[config.mk]
export PLATFORM = sky130hd
export DESIGN_NAME = x_delay_line_ctrl
export DESIGN_NICKNAME = d
export VERILOG_FILES = /design/src/rtl/x_delay_line_ctrl.sv
export SDC_FILE = /design/constraint.sdc
export NUM_CORES = 1
export LEC_CHECK = 0
export BUFFER_PORTS_ARGS = -buffer_cell sky130_fd_sc_hd__buf_2
export CORE_ASPECT_RATIO = 0.75
export CORE_UTILIZATION = 50
export DETAILED_ROUTE_END_ITERATION = 6
export PLACE_DENSITY_LB_ADDON = 0.3
export SETUP_SLACK_MARGIN = 0.15
export SYNTH_ARGS = -nofsm -noshare
export SYNTH_HDL_FRONTEND = slang
export SYNTH_SLANG_ARGS = --single-unit
[constraint.sdc]
create_clock -name i_clk -period 4.7 [get_ports i_clk]
set_input_delay 0.235 -clock i_clk [delete_from_list [all_inputs] [get_ports i_clk]]
set_output_delay 0.235 -clock i_clk [all_outputs]
set_load 0.01 [all_outputs]
[src/rtl/x_delay_line_ctrl.sv]
// Measurement sequencer for a 32-tap delay line: holds the line in reset while idle,
// then settles, samples N tap words, and accumulates min/max/sum/bubble statistics.
module x_delay_line_ctrl #(
  parameter int SETTLE_CYCLES = 4,
  parameter int CNT_W         = 8
) (
  input  logic               i_clk,
  input  logic               i_rst,
  input  logic               i_start,
  input  logic               i_abort,
  input  logic [CNT_W-1:0]   i_num_samples,
  input  logic [31:0]        i_data,
  output logic               o_dl_rst,
  output logic               o_busy,
  output logic               o_valid,
  input  logic               i_ready,
  output logic [5:0]         o_min,
  output logic [5:0]         o_max,
  output logic [CNT_W+5:0]   o_sum,
  output logic               o_bubble
);

  typedef enum logic [1:0] {
    S_IDLE   = 2'd0,
    S_SETTLE = 2'd1,
    S_SAMPLE = 2'd2,
    S_DONE   = 2'd3
  } state_t;

  state_t             r_state;
  state_t             w_state_next;
  logic [3:0]         r_settle_cnt;
  logic [CNT_W-1:0]   r_sample_cnt;
  logic [5:0]         r_min;
  logic [5:0]         r_max;
  logic [CNT_W+5:0]   r_sum;
  logic               r_bubble;

  logic               w_accept;
  logic               w_settle_done;
  logic               w_sample_last;
  logic               w_sample_en;
  logic [31:0]        w_diff;
  logic [30:0]        w_trans;
  logic [5:0]         w_pos;
  logic               w_bubble;

  // Edge decode: bits that disagree with the launch tap, and adjacent-tap transitions.
  genvar gi;
  generate
    for (gi = 0; gi < 32; gi++) begin : g_diff
      assign w_diff[gi] = i_data[gi] ^ i_data[0];
    end
    for (gi = 0; gi < 31; gi++) begin : g_trans
      assign w_trans[gi] = i_data[gi] ^ i_data[gi+1];
    end
  endgenerate

  always_comb begin
    w_pos = 6'd32;
    for (int i = 31; i >= 1; i--) begin
      if (w_diff[i]) w_pos = 6'(i);
    end
  end

  // More than one transition: clearing the lowest set bit leaves something behind.
  assign w_bubble = |(w_trans & (w_trans - 31'd1));

  assign w_accept      = (r_state == S_IDLE) && i_start && !i_abort;
  assign w_settle_done = (r_settle_cnt == 4'd0);
  assign w_sample_last = (r_sample_cnt == '0);
  assign w_sample_en   = (r_state == S_SAMPLE) && !i_abort;

  always_ff @(posedge i_clk or posedge i_rst) begin
    if (i_rst) r_state <= S_IDLE;
    else       r_state <= w_state_next;
  end

  always_comb begin
    w_state_next = r_state;
    case (r_state)
      S_IDLE:   if (i_start)       w_state_next = S_SETTLE;
      S_SETTLE: if (w_settle_done) w_state_next = S_SAMPLE;
      S_SAMPLE: if (w_sample_last) w_state_next = S_DONE;
      S_DONE:   if (i_ready)       w_state_next = S_IDLE;
      default:                     w_state_next = S_IDLE;
    endcase
    if (i_abort) w_state_next = S_IDLE;
  end

  // The sample counter holds count-1, so a requested count of 0 wraps to 2^CNT_W samples.
  always_ff @(posedge i_clk or posedge i_rst) begin
    if (i_rst) begin
      r_settle_cnt <= '0;
      r_sample_cnt <= '0;
    end else begin
      if (w_accept)
        r_settle_cnt <= 4'(SETTLE_CYCLES - 1);
      else if (r_state == S_SETTLE && !w_settle_done)
        r_settle_cnt <= r_settle_cnt - 4'd1;

      if (w_accept)
        r_sample_cnt <= i_num_samples - CNT_W'(1);
      else if (w_sample_en)
        r_sample_cnt <= r_sample_cnt - CNT_W'(1);
    end
  end

  always_ff @(posedge i_clk or posedge i_rst) begin
    if (i_rst) begin
      r_min    <= 6'd63;
      r_max    <= 6'd0;
      r_sum    <= '0;
      r_bubble <= 1'b0;
    end else if (w_accept) begin
      r_min    <= 6'd63;
      r_max    <= 6'd0;
      r_sum    <= '0;
      r_bubble <= 1'b0;
    end else if (w_sample_en) begin
      if (w_pos < r_min) r_min <= w_pos;
      if (w_pos > r_max) r_max <= w_pos;
      r_sum    <= r_sum + {{CNT_W{1'b0}}, w_pos};
      r_bubble <= r_bubble | w_bubble;
    end
  end

  assign o_dl_rst = (r_state == S_IDLE) || (r_state == S_DONE);
  assign o_busy   = (r_state == S_SETTLE) || (r_state == S_SAMPLE);
  assign o_valid  = (r_state == S_DONE);
  assign o_min    = r_min;
  assign o_max    = r_max;
  assign o_sum    = r_sum;
  assign o_bubble = r_bubble;

endmodule

## Yosys cells after proc, flatten, opt, wreduce, memory -nomap -nowiden

Index checks and enable logic that the tools add are counted.

| operators by class | value |
|---|---|
| $add $sub $neg | 5 |
| $lt $le $gt $ge | 2 |
| equality and inequality tests | 7 |
| mux-type cells | 51 |
| bitwise logic cells | 63 |
| reduce and logical (&&, ||, !) cells | 19 |

Operator list:

| cell | number |
|---|---|
| 6-bit 2-to-1 mux | 37 |
| 1-bit XOR | 61 |
| 31-bit AND | 1 |
| 31-bit OR reduction | 1 |
| 31-bit by 1-bit subtractor with 31-bit output, second input constant | 1 |
| 14-bit 2-to-1 mux | 2 |
| 8-bit 2-to-1 mux | 2 |
| 8-bit by 1-bit subtractor with 8-bit output, second input constant | 2 |
| 14-bit by 6-bit adder with 14-bit output | 1 |
| 2-bit 2-to-1 mux | 5 |
| 3-bit inequality test, second input constant | 3 |
| 8-bit zero test | 1 |
| 4-bit 2-to-1 mux | 2 |
| 2-bit one-hot mux with 4 select lines | 1 |
| 2-bit nonzero test | 4 |
| 6-bit > comparator | 1 |
| 6-bit < comparator | 1 |
| 2-bit == test, second input constant | 2 |
| 1-bit logical AND | 4 |
| 4-bit zero test | 1 |
| 2-bit AND reduction | 2 |
| 4-bit AND reduction | 1 |
| 4-bit by 1-bit subtractor with 4-bit output, second input constant | 1 |
| 3-bit by 2-bit inequality test with 1-bit output, second input constant | 1 |
| other kinds (6) | 9 |

| storage, ports and cells | value |
|---|---|
| bits in registers | 41 |
| input port bits | 45 |
| output and inout bits | 30 |
| word-level logic and storage cells | 154 |

## Logic depth before layout (Yosys ltp)

Gate-level depths: netlist (run 1).

| depth | value |
|---|---|
| depth after elaboration | 36 |
| gate-level depth with buffers | 18 |
| depth with buffers taken out | 15 |

## Worst setup path after synthesis (run 1)

No wires, ideal clock.

| timing path | value |
|---|---|
| path kind | input -> register |
| from | input port i_data[18] |
| to | register r_sum[10] (netlist: o_sum[10]) |
| library setup time | 0.132 ns |
| arrival time | 3.282 ns |
| required time | 4.568 ns |
| setup slack | 1.286 ns |
| stages | 16 |
| buffers on the path | 2 |
| path through | clkbuf_1 > clkbuf_1 > nand3_1 > a21oi_1 > o221ai_1 > a21oi_2 > ha_1 > inv_1 > fa_1 > nor2b_1 > o21ai_0 > a21boi_0 > o21ai_0 > a2111oi_0 > xnor2_1 > nor2_1 |

| on the way | value |
|---|---|
| longest elaborated chain between the ends | 22 |

RTL lines:

| what | line | RTL |
|---|---|---|
| from (decl) | 12 | `input logic [31:0] i_data,` |
| 1-bit XOR | 52 | `assign w_diff[gi] = i_data[gi] ^ i_data[0];` |
| 6-bit 2-to-1 mux (18 in a row) | 62 | `if (w_diff[i]) w_pos = 6'(i);` |
| 14-bit by 6-bit adder with 14-bit output | 123 | `r_sum <= r_sum + {{CNT_W{1'b0}}, w_pos};` |
| 14-bit 2-to-1 mux | 120 | `end else if (w_sample_en) begin` |
| 14-bit 2-to-1 mux | 115 | `end else if (w_accept) begin` |
| to (signal assigned) | 123 |  |
| to (decl) | 36 | `logic [CNT_W+5:0] r_sum;` |

No other way between the ends. The select of a mux whose other input is x is not followed.
A chain may end at the register's enable or synchronous reset.

## Worst setup path in the final report (run 1)

| timing path | value |
|---|---|
| from | input port i_data[0] |
| to | register r_sum[10] (netlist: o_sum[10]) |

| on the way | value |
|---|---|
| longest elaborated chain between the ends | 35 |
| elaborated cells on any way between the ends | 65 |
| those cells by class | add/sub: 1; mux: 33; bitwise: 31 |

RTL lines:

| what | line |
|---|---|
| 1-bit XOR | 52 |
| 6-bit 2-to-1 mux (30 in a row) | 62 |
| 6-bit 2-to-1 mux * | 62 |
| 14-bit by 6-bit adder with 14-bit output * | 123 |
| 14-bit 2-to-1 mux * | 120 |
| 14-bit 2-to-1 mux * | 115 |

Every way passes the cells marked *; elsewhere a longest branch is shown, timed or not. The select of a mux whose other input is x is not followed.

==> impl_metrics.env, run 1 <==
export IMPL_status="finished clean"
export IMPL_critPathArrivalTime_ps=4000
export IMPL_hold_viol=0
export IMPL_hold_class="in -> async"
export IMPL_rows=29
export IMPL_critPathLaunchType="input port"
export IMPL_antennaDiodeCount=0
export IMPL_power_density_nw_per_um2=337
export IMPL_drive_above_1_share_pct=17.6
export IMPL_cp_endpoint="o_sum[10]$_DFFE_PP0P_"
export IMPL_netlist_area_um2=4390
export IMPL_die_x_um=110
export IMPL_postRouteWirelength_mm=12.4
export IMPL_drt_iter0_drc=523
export IMPL_ys_ff_latch=41
export IMPL_seqPwrFrac_pct=34.8
export IMPL_cts_buffers=5
export IMPL_grt_usage_pct=27.3
export IMPL_layout_common_cells="74 x buf_2, 51 x nor2_1, 45 x inv_1"
export IMPL_grt_pass1_vias=4054
export IMPL_final_area_um2=4920
export IMPL_critical_path_endpoint_type="register"
export IMPL_place_congestion=1.03
export IMPL_clkSinkCount=41
export IMPL_sw_frac_of_total_pct=40.8
export IMPL_fillCellCount=805
export IMPL_num_vias=4638
export IMPL_ant_nets=0
export IMPL_cts_hold_buffers_added=0
export IMPL_dpl_hpwl_mm=9.41
export IMPL_critPathKind="in -> reg"
export IMPL_dpl_cell_area_um2=4760
export IMPL_tightest_slew_ps=750
export IMPL_period_minus_slack_ps=3830
export IMPL_core_area_um2=8490
export IMPL_layout_commonest_cell="buf_2"
export IMPL_syn_avg_cell_area_um2=7.73
export IMPL_rsz0062_at_grt="false"
export IMPL_regArea_um2=1030
export IMPL_firstDrtPassIters=6
export IMPL_fin_nets=687
export IMPL_cp_max_fo=40
export IMPL_synth_cell_types=76
export IMPL_htree_levels=2
export IMPL_numPortBuffers=74
export IMPL_timing_hold_ws_ps=61.8
export IMPL_peakVddDrop_mv=0.224
export IMPL_ff2ff_path_depth=11
export IMPL_grt_max_degree=42
export IMPL_clk_pin_slew_worst_paths_ps=60
export IMPL_synthCells=567
export IMPL_intPower_mw=0.981
export IMPL_cts_root_buf="clkbuf_16"
export IMPL_dieArea_um2=9150
export IMPL_drv_cap=0
export IMPL_clk_path_buf_depth=2
export IMPL_timing_final_max_slew_violations=0
export IMPL_ys_seq_area_share_pct=23.6
export IMPL_clkPwrFrac_pct=21.1
export IMPL_drcViolationCount=0
export IMPL_via_per_inst=6.39
export IMPL_multi_input_area_um2=3020
export IMPL_clkLatencyLatePin_ps=280
export IMPL_ys_warn_count=0
export IMPL_power_leakage_nw=2.19
export IMPL_antenna_found_initial=0
export IMPL_max_freq_mhz=261
export IMPL_tritoncts="built"
export IMPL_worstSetupStartpoint="i_data[0]"
export IMPL_power_mw=1.66
export IMPL_postCtsSetupBuffers=0
export IMPL_slew_headroom_pct=49.5
export IMPL_post_route_period_util_pct=81.5
export IMPL_io_pin_count=75
export IMPL_reg2reg_to="r_sample_cnt[6]$_DFFE_PP0P_"
export IMPL_synth_flop_cell="dfrtp_1"
export IMPL_setup_viol=0
export IMPL_initial_core_util_pct=51.7
export IMPL_synth_edf_count=0
export IMPL_area_growth_pct=12.1
export IMPL_rrSetupSlack_ps=1620
export IMPL_syn_num_nets=637
export IMPL_avgRoutedWirePerCell_um=17.1
export IMPL_cts_resized=0
export IMPL_switchingPower_mw=0.677
export IMPL_finClkSkew_ps=4.73
export IMPL_fp_dieH_um=83.1
export IMPL_critPathRequiredTime_ps=4870
export IMPL_fin_tns_setup_ps=0
export IMPL_grt_overflow_total=0
export IMPL_r2r_start="r_state[0]$_DFFE_PP0P_"
export IMPL_p_comb_share_pct=44.1
export IMPL_async_flop_share_pct=100
export IMPL_grt_pass1_wl_mm=20.0
==> metal layers <==
metal,track usage [%],vias up,part of all wire (%)
li1,-,2220,-
met1,43.2,2168,49
met2,38.8,225,42
met3,4.24,25,7.9
met4,5.38,0,1.7
met5,0,-,0
==> logic make-up after synthesis <==
group | synth area share (%)
mux | 1.37
flops | 23.6
fa+ha+maj | 7.53
simple gates | 23.7
compound gates | 32.3
buf+inv | 7.53
xor+xnor | 3.99
==> worst min path at each step <==
stage	start	to	slack, ps	cells past startpoint
after floorplan	i_abort	r_state[0]$_DFFE_PP0P_	300	1
after global placement	i_rst	o_sum[4]$_DFFE_PP0P_	390	3
after detailed placement	i_rst	o_sum[11]$_DFFE_PP0P_	390	3
after CTS	i_rst	o_sum[4]$_DFFE_PP0P_	90	3
after global routing	i_rst	o_sum[4]$_DFFE_PP0P_	120	3
final	i_rst	o_sum[4]$_DFFE_PP0P_	60	3
==> sequential cells by signal, summed over array words and instances (netlist names) <==
signal and cells:
o_sum 14, r_sample_cnt 8, o_max 6, o_min 6, r_settle_cnt 4, r_state 2
o_bubble 1
==> final cells by class <==
type                       count  share of cell area [%]
clock buffer                   6                    2.83
clock inverter                 2                   0.280
inverter                      46                    3.51
multi-input combinational    445                    61.5
sequential                    41                    21.0
tap                          108                    2.75
timing repair buffer          78                    8.14
==> Yosys cell counts (7+ instances only) <==
master | instances | area share [%]
nor2_1 | 51 | 4.4
inv_1 | 45 | 3.9
nand2_1 | 40 | 3.4
a21oi_1 | 36 | 4.1
dfrtp_1 | 35 | 20
clkbuf_1 | 25 | 2.1
ha_1 | 24 | 6.8
o21ai_0 | 19 | 2.2
nor3_1 | 18 | 2.1
nand3_1 | 17 | 1.9
o211ai_1 | 17 | 2.9
xnor2_1 | 14 | 2.8
a21o_1 | 13 | 2.2
nor2b_1 | 13 | 1.9
o31ai_1 | 12 | 2.1
or3_1 | 10 | 1.4
a211oi_1 | 9 | 1.5
a22o_1 | 9 | 1.8
or4_1 | 9 | 1.5
nand4_1 | 8 | 1.1
o22ai_1 | 8 | 1.1
nand2b_1 | 7 | 1.0
==> metrics by stage <==
step                      std cells  setup WS [ps]  utilization [%]
after floorplan                 567           1290                -
after global placement          718            757             56.1
after detailed placement        718            696             56.1
after CTS                       726            951             57.9
after global routing            726            616             57.9
final                           726            868             57.9
==> worst max-delay path, cell delays in order <==
cell,delay (ps)
buf_2,300
or3_1,440
o22ai_1,320
o221ai_1,240
a21oi_2,220
ha_1,210
inv_1,60
fa_1,390
nor2b_1,110
o21ai_0,110
a21boi_0,290
o21ai_0,210
a2111oi_0,600
xnor2_1,180
nor2_1,60
==> power by group through the flow <==
| stage | sequential, mW | combinational (mW) | clock (mW) |
|---|---|---|---|
| floorplan | 0.570 | 0.490 | 0 |
| global placement | 0.574 | 0.694 | 0 |
| detailed placement | 0.575 | 0.724 | 0 |
| CTS | 0.573 | 0.729 | 0.355 |
| global route | 0.588 | 0.811 | 0.369 |
| finish | 0.577 | 0.730 | 0.350 |
Power figures use the tool's default switching activity.
==> run 2, diff against run 1 <==
- clock period: 4.7 -> 3.55 ns (I/O delays scaled with it)
==> run 2 against run 1 <==
  * Sequential share of layout area fell by 0.80 points
  * Register-to-register slack worse by 880 ps
  * Non-clock buffer count is 26 higher
  * Via count up 2.0%
  * Flip-flop and latch count unchanged
  * Clock-buffer cell count unchanged
  * Design area increased by 4.0%
  * Cell count increased by 3.6%
  * Utilization grew 2.3 points
  * Sequential power up 32%
==> impl_metrics.env, run 2 (synthesized netlist as in run 1, its figures left out) <==
export IMPL_cts_hold_buffers_added=0
export IMPL_final_area_um2=5110
export IMPL_postCtsSetupBuffers=0
export IMPL_status="finished clean"
export IMPL_cts_resized=0
export IMPL_cp_num_cells=17
export IMPL_cp_max_fo=7
export IMPL_layout_common_cells="74 x buf_2, 51 x nor2_1, 45 x inv_1"
export IMPL_ff2ff_path_depth=10
export IMPL_slowest_delay_ps=510
export IMPL_tightest_slew_ps=769
export IMPL_numPortBuffers=74
export IMPL_antennaDiodeCount=0
export IMPL_grt_pass1_vias=4188
export IMPL_clkSinkCount=41
export IMPL_hold_class="in -> async"
export IMPL_regArea_um2=1030
export IMPL_fillCellCount=757
export IMPL_rrSetupSlack_ps=740
export IMPL_cts_buffers=5
export IMPL_hold_viol=0
export IMPL_htree_levels=2
export IMPL_grt_max_degree=40
export IMPL_clkLatencyLatePin_ps=280
export IMPL_tritoncts="built"
export IMPL_ant_nets=0
export IMPL_critPathArrivalTime_ps=3460
export IMPL_place_congestion=0.916
export IMPL_power_density_nw_per_um2=429
export IMPL_setup_viol=0
export IMPL_grt_overflow_total=0
export IMPL_dpl_cell_area_um2=4970
export IMPL_utilization_pct=60.2
export IMPL_critPathLaunchType="input port"
export IMPL_path_buf_inv=4
export IMPL_via_per_inst=6.29
export IMPL_antenna_found_initial=0
export IMPL_layout_commonest_cell="buf_2"
export IMPL_area_growth_pct=16.5
export IMPL_io_pin_count=75
export IMPL_drv_cap=0
export IMPL_timing_final_max_slew_violations=0
export IMPL_slew_headroom_pct=48.7
export IMPL_firstDrtPassIters=5
export IMPL_path_common_cell="a21o_1"
export IMPL_largest_reg_flops=14
export IMPL_r2r_start="r_state[0]$_DFFE_PP0P_"
export IMPL_drive_above_1_share_pct=20.8
export IMPL_critPathRequiredTime_ps=3770
export IMPL_dieArea_um2=9150
export IMPL_peakVddDrop_mv=0.342
export IMPL_dpl_hpwl_mm=9.80
export IMPL_path_delay_family="compound AO/OA/AOI/OAI gates"
export IMPL_reg2reg_to="r_sample_cnt[7]$_DFFE_PP0P_"
export IMPL_multi_input_area_um2=3020
export IMPL_drcViolationCount=0
export IMPL_clk_path_buf_depth=2
export IMPL_grt_pass1_wl_mm=20.7
export IMPL_crit_chain="buf_2, or2_2, o32ai_1, buf_4, a21oi_1, o221ai_1, a22oi_1, a21o_1, inv_1, buf_4, ha_1, a21o_1, a21o_1, a221oi_1, a311oi_1, a21boi_1, a22o_1"
export IMPL_drt_iter0_drc=529
export IMPL_clk_pin_slew_worst_paths_ps=60
export IMPL_postRouteWirelength_mm=12.7
export IMPL_post_route_period_util_pct=91.3
export IMPL_die_x_um=110
export IMPL_fin_nets=713
export IMPL_crit_slowest_cell="a21boi_1"
export IMPL_core_area_um2=8490
export IMPL_grt_usage_pct=28.5
export IMPL_power_mw=2.19
export IMPL_num_vias=4731
export IMPL_critPathKind="in -> reg"
export IMPL_initial_core_util_pct=51.7
export IMPL_avgRoutedWirePerCell_um=16.9
export IMPL_period_minus_slack_ps=3240
export IMPL_max_freq_mhz=309
export IMPL_fp_dieH_um=83.1
export IMPL_cts_root_buf="clkbuf_16"
export IMPL_rsz0062_at_grt="true"
export IMPL_rows=29
export IMPL_power_leakage_nw=2.31
export IMPL_finClkSkew_ps=4.46
export IMPL_critical_path_endpoint_type="register"
[run 2: cell types whose count changed in the layout (fill, tap and decap cells not counted), sizes merged]
| cell | change |
|---|---|
| buf | +26 |
[run 2: how the worst max path moves through the flow]
stage                                  endpoint  startpoint
final                      o_max[3]$_DFFE_PP0P_  i_data[25]
after global routing      o_sum[10]$_DFFE_PP0P_  i_data[30]
after CTS                  o_max[3]$_DFFE_PP0P_  i_data[25]
after detailed placement   o_max[3]$_DFFE_PP0P_  i_data[25]
after global placement     o_min[0]$_DFFE_PP1P_   i_data[0]
after floorplan           o_sum[10]$_DFFE_PP0P_  i_data[18]
[run 2: layout make-up]
cell class              count  share of cell area, %
multi-input cells         445                   59.1
clock inverters             2                  0.196
flip-flops and latches     41                   20.2
repair buffers            104                   11.9
inverters                  46                   3.38
well taps                 108                   2.64
clock buffers               6                   2.52
[run 2: routing by layer]
metal	vias up	wire length [um]	part of all wire [%]	global-route usage, %
met5	-	0	0	0
met4	0	106	0.84	4.55
met3	13	1060	8.4	5.18
met2	228	5270	42	40.0
met1	2218	6240	49	45.6
li1	2272	-	-	-
[run 2: where the power goes]
group | switching, mW | internal [mW]
logic | 0.582 | 0.415
registers | 0.133 | 0.628
clock network | 0.176 | 0.258
total | 0.892 | 1.30
[run 2: worst register-to-register path, cell delays in order, from the launching register on]
cell       delay [ps]
dfrtp_1           410
inv_1             100
ha_1              190
and3b_1           540
buf_4             290
mux2i_1           300
o2111ai_1         240
nor2_1            240
nand2_1           100
xor2_1            170
a21oi_1           150
[run 2: stage by stage]
| step | hold WS (ps) | setup slack [ps] | setup TNS, ps | cells |
|---|---|---|---|---|
| 5_1_grt | 102 | 129 | 0 | 752 |
| 2_1_floorplan | 241 | 194 | 0 | 567 |
| 3_3_place_gp | 343 | 70.6 | 0 | 744 |
| 3_5_place_dp | 357 | -80.9 | -432 | 744 |
| 6_report | 29.9 | 309 | 0 | 752 |
| 4_1_cts | 54.7 | 202 | 0 | 752 |
==> run 3, diff against run 2 <==
- PLACE_DENSITY: not set -> 0.73
- PLACE_DENSITY_LB_ADDON: 0.3 -> not set
==> run 3 against run 2 <==
  * Worst setup slack worse by 25 ps
  * Via count increased by 1.6%
  * Die area is the same
  * Maximum frequency is 0.78% lower
  * Sequential power rose by 0.5%
  * Cell count rose by 0.27%
  * Critical endpoint is now o_min[0]$_DFFE_PP1P_
  * Largest power group unchanged
==> impl_metrics.env, run 3 (synthesized netlist as in run 1, its figures left out) <==
export IMPL_status="finished clean"
export IMPL_numPortBuffers=74
export IMPL_critPathArrivalTime_ps=3480
export IMPL_grt_usage_pct=29.1
export IMPL_postRouteWirelength_mm=13.0
export IMPL_fin_ws_ps=284
export IMPL_layout_common_cells="73 x buf_2, 51 x nor2_1, 45 x inv_1"
export IMPL_antennaDiodeCount=0
export IMPL_drive_above_1_share_pct=22.3
export IMPL_grt_pass1_wl_mm=21.1
export IMPL_grt_pass1_vias=4301
export IMPL_htree_levels=2
export IMPL_drcViolationCount=0
export IMPL_fin_nets=715
export IMPL_cp_max_fo=11
export IMPL_via_per_inst=6.38
export IMPL_io_pin_count=75
export IMPL_period_minus_slack_ps=3270
export IMPL_dpl_hpwl_mm=9.91
export IMPL_core_area_um2=8490
export IMPL_max_freq_mhz=306
export IMPL_fin_tns_setup_ps=0
export IMPL_reg2reg_to="r_sample_cnt[7]$_DFFE_PP0P_"
export IMPL_largest_reg_flops=14
export IMPL_power_leakage_nw=2.34
export IMPL_dpl_cell_count=746
export IMPL_initial_core_util_pct=51.7
export IMPL_firstDrtPassIters=6
export IMPL_antenna_found_initial=0
export IMPL_power_density_nw_per_um2=439
export IMPL_clk_pin_slew_worst_paths_ps=60
export IMPL_final_area_um2=5190
export IMPL_setup_viol=0
export IMPL_avgRoutedWirePerCell_um=17.3
export IMPL_tightest_slew_ps=805
export IMPL_slowest_delay_ps=590
export IMPL_clk_path_buf_depth=2
export IMPL_tritoncts="built"
export IMPL_drt_iter0_drc=539
export IMPL_crit_slowest_cell="or4_4"
export IMPL_rrSetupSlack_ps=580
export IMPL_fillCellCount=753
export IMPL_clkLatencyLatePin_ps=280
export IMPL_clkSinkCount=41
export IMPL_drv_cap=0
export IMPL_critical_path_endpoint_type="register"
export IMPL_cts_buffers=5
export IMPL_slew_headroom_pct=46.3
export IMPL_critPathRequiredTime_ps=3760
export IMPL_hold_viol=0
export IMPL_critPathKind="in -> reg"
export IMPL_layout_commonest_cell="buf_2"
export IMPL_dieArea_um2=9150
export IMPL_die_x_um=110
export IMPL_finClkSkew_ps=4.75
export IMPL_area_growth_pct=18.4
export IMPL_dpl_worst_slack_ps=-149
export IMPL_crit_chain="clkbuf_4, or4_4, o22a_1, a311o_1, inv_1, ha_1, a21o_1, a21o_1, a211oi_1, nand3b_1, o21a_1, a211o_1"
export IMPL_timing_hold_ws_ps=40.1
export IMPL_ant_nets=0
export IMPL_peakVddDrop_mv=0.317
export IMPL_rsz0062_at_grt="false"
export IMPL_path_common_cell="a21o_1"
export IMPL_critPathLaunchType="input port"
export IMPL_ff2ff_path_depth=10
export IMPL_r2r_start="r_state[0]$_DFFE_PP0P_"
export IMPL_num_vias=4808
export IMPL_hold_class="in -> async"
export IMPL_dpl_cell_area_um2=4990
export IMPL_timing_final_max_slew_violations=0
export IMPL_cts_root_buf="clkbuf_16"
export IMPL_place_congestion=0.947
export IMPL_grt_overflow_total=0
export IMPL_post_route_period_util_pct=92.0
export IMPL_rows=29
export IMPL_postCtsSetupBuffers=0
export IMPL_fp_dieH_um=83.1
export IMPL_finalNonFillerCells=754
export IMPL_grt_max_degree=28
run 3: layout make-up:
class / count / area, um2 / share of cell area [%]
Multi-Input combinational cell: 445 / 3060 / 59.0
Sequential cell: 41 / 1030 / 19.9
Timing Repair Buffer: 106 / 626 / 12.0
Inverter: 46 / 173 / 3.33
Tap cell: 108 / 135 / 2.60
Clock buffer: 6 / 129 / 2.48
Clock inverter: 2 / 35.0 / 0.675
run 3: power breakdown:
part / switching (mW) / internal [mW] / leakage, nW
sequential: 0.137 / 0.628 / 0.522
combinational: 0.589 / 0.412 / 1.74
clock: 0.184 / 0.331 / 0.0808
total: 0.910 / 1.37 / 2.34
run 3: worst max-delay path by stage:
stage                          start               endpoint  slack (ps)  cells after the start
after global routing       i_data[0]   o_min[0]$_DFFE_PP1P_         150                     15
after floorplan           i_data[18]  o_sum[10]$_DFFE_PP0P_         190                     16
after global placement     i_data[0]   o_sum[9]$_DFFE_PP0P_          30                     17
after detailed placement   i_data[0]  o_sum[10]$_DFFE_PP0P_        -150                     15
after CTS                  i_data[0]  o_sum[10]$_DFFE_PP0P_         220                     15
final                      i_data[0]   o_min[0]$_DFFE_PP1P_         280                     12
run 3: routing by layer:
metal	routed length, um	global-route usage, %	vias to the layer above
met1	6290	45.7	2305
met3	1140	5.49	12
li1	-	-	2273
met4	99	4.78	0
met5	0	0	-
met2	5500	41.4	218
run 3: stage by stage:
| stage | power (mW) | util [%] |
|---|---|---|
| after floorplan | 1.40 | - |
| after global placement | 1.71 | 58.7 |
| after detailed placement | 1.74 | 58.7 |
| after CTS | 2.27 | 60.7 |
| after global routing | 2.43 | 61.2 |
| final | 2.28 | 61.2 |
run 3: critical path: cells and delay by family:
family | cells | cell delay (ps)
AOI/OAI and AO/OA | 7 | 1930
and+or+nand+nor | 2 | 760
adders and majority gates | 1 | 270
buffers and inverters | 2 | 340
run 3: repair_timing:
action / CTS / global route
pin swaps: 0 / 3
endpoints found under the setup margin: 1 / 19
gates resized for setup: 1 / 13
hold buffers: 0 / 0
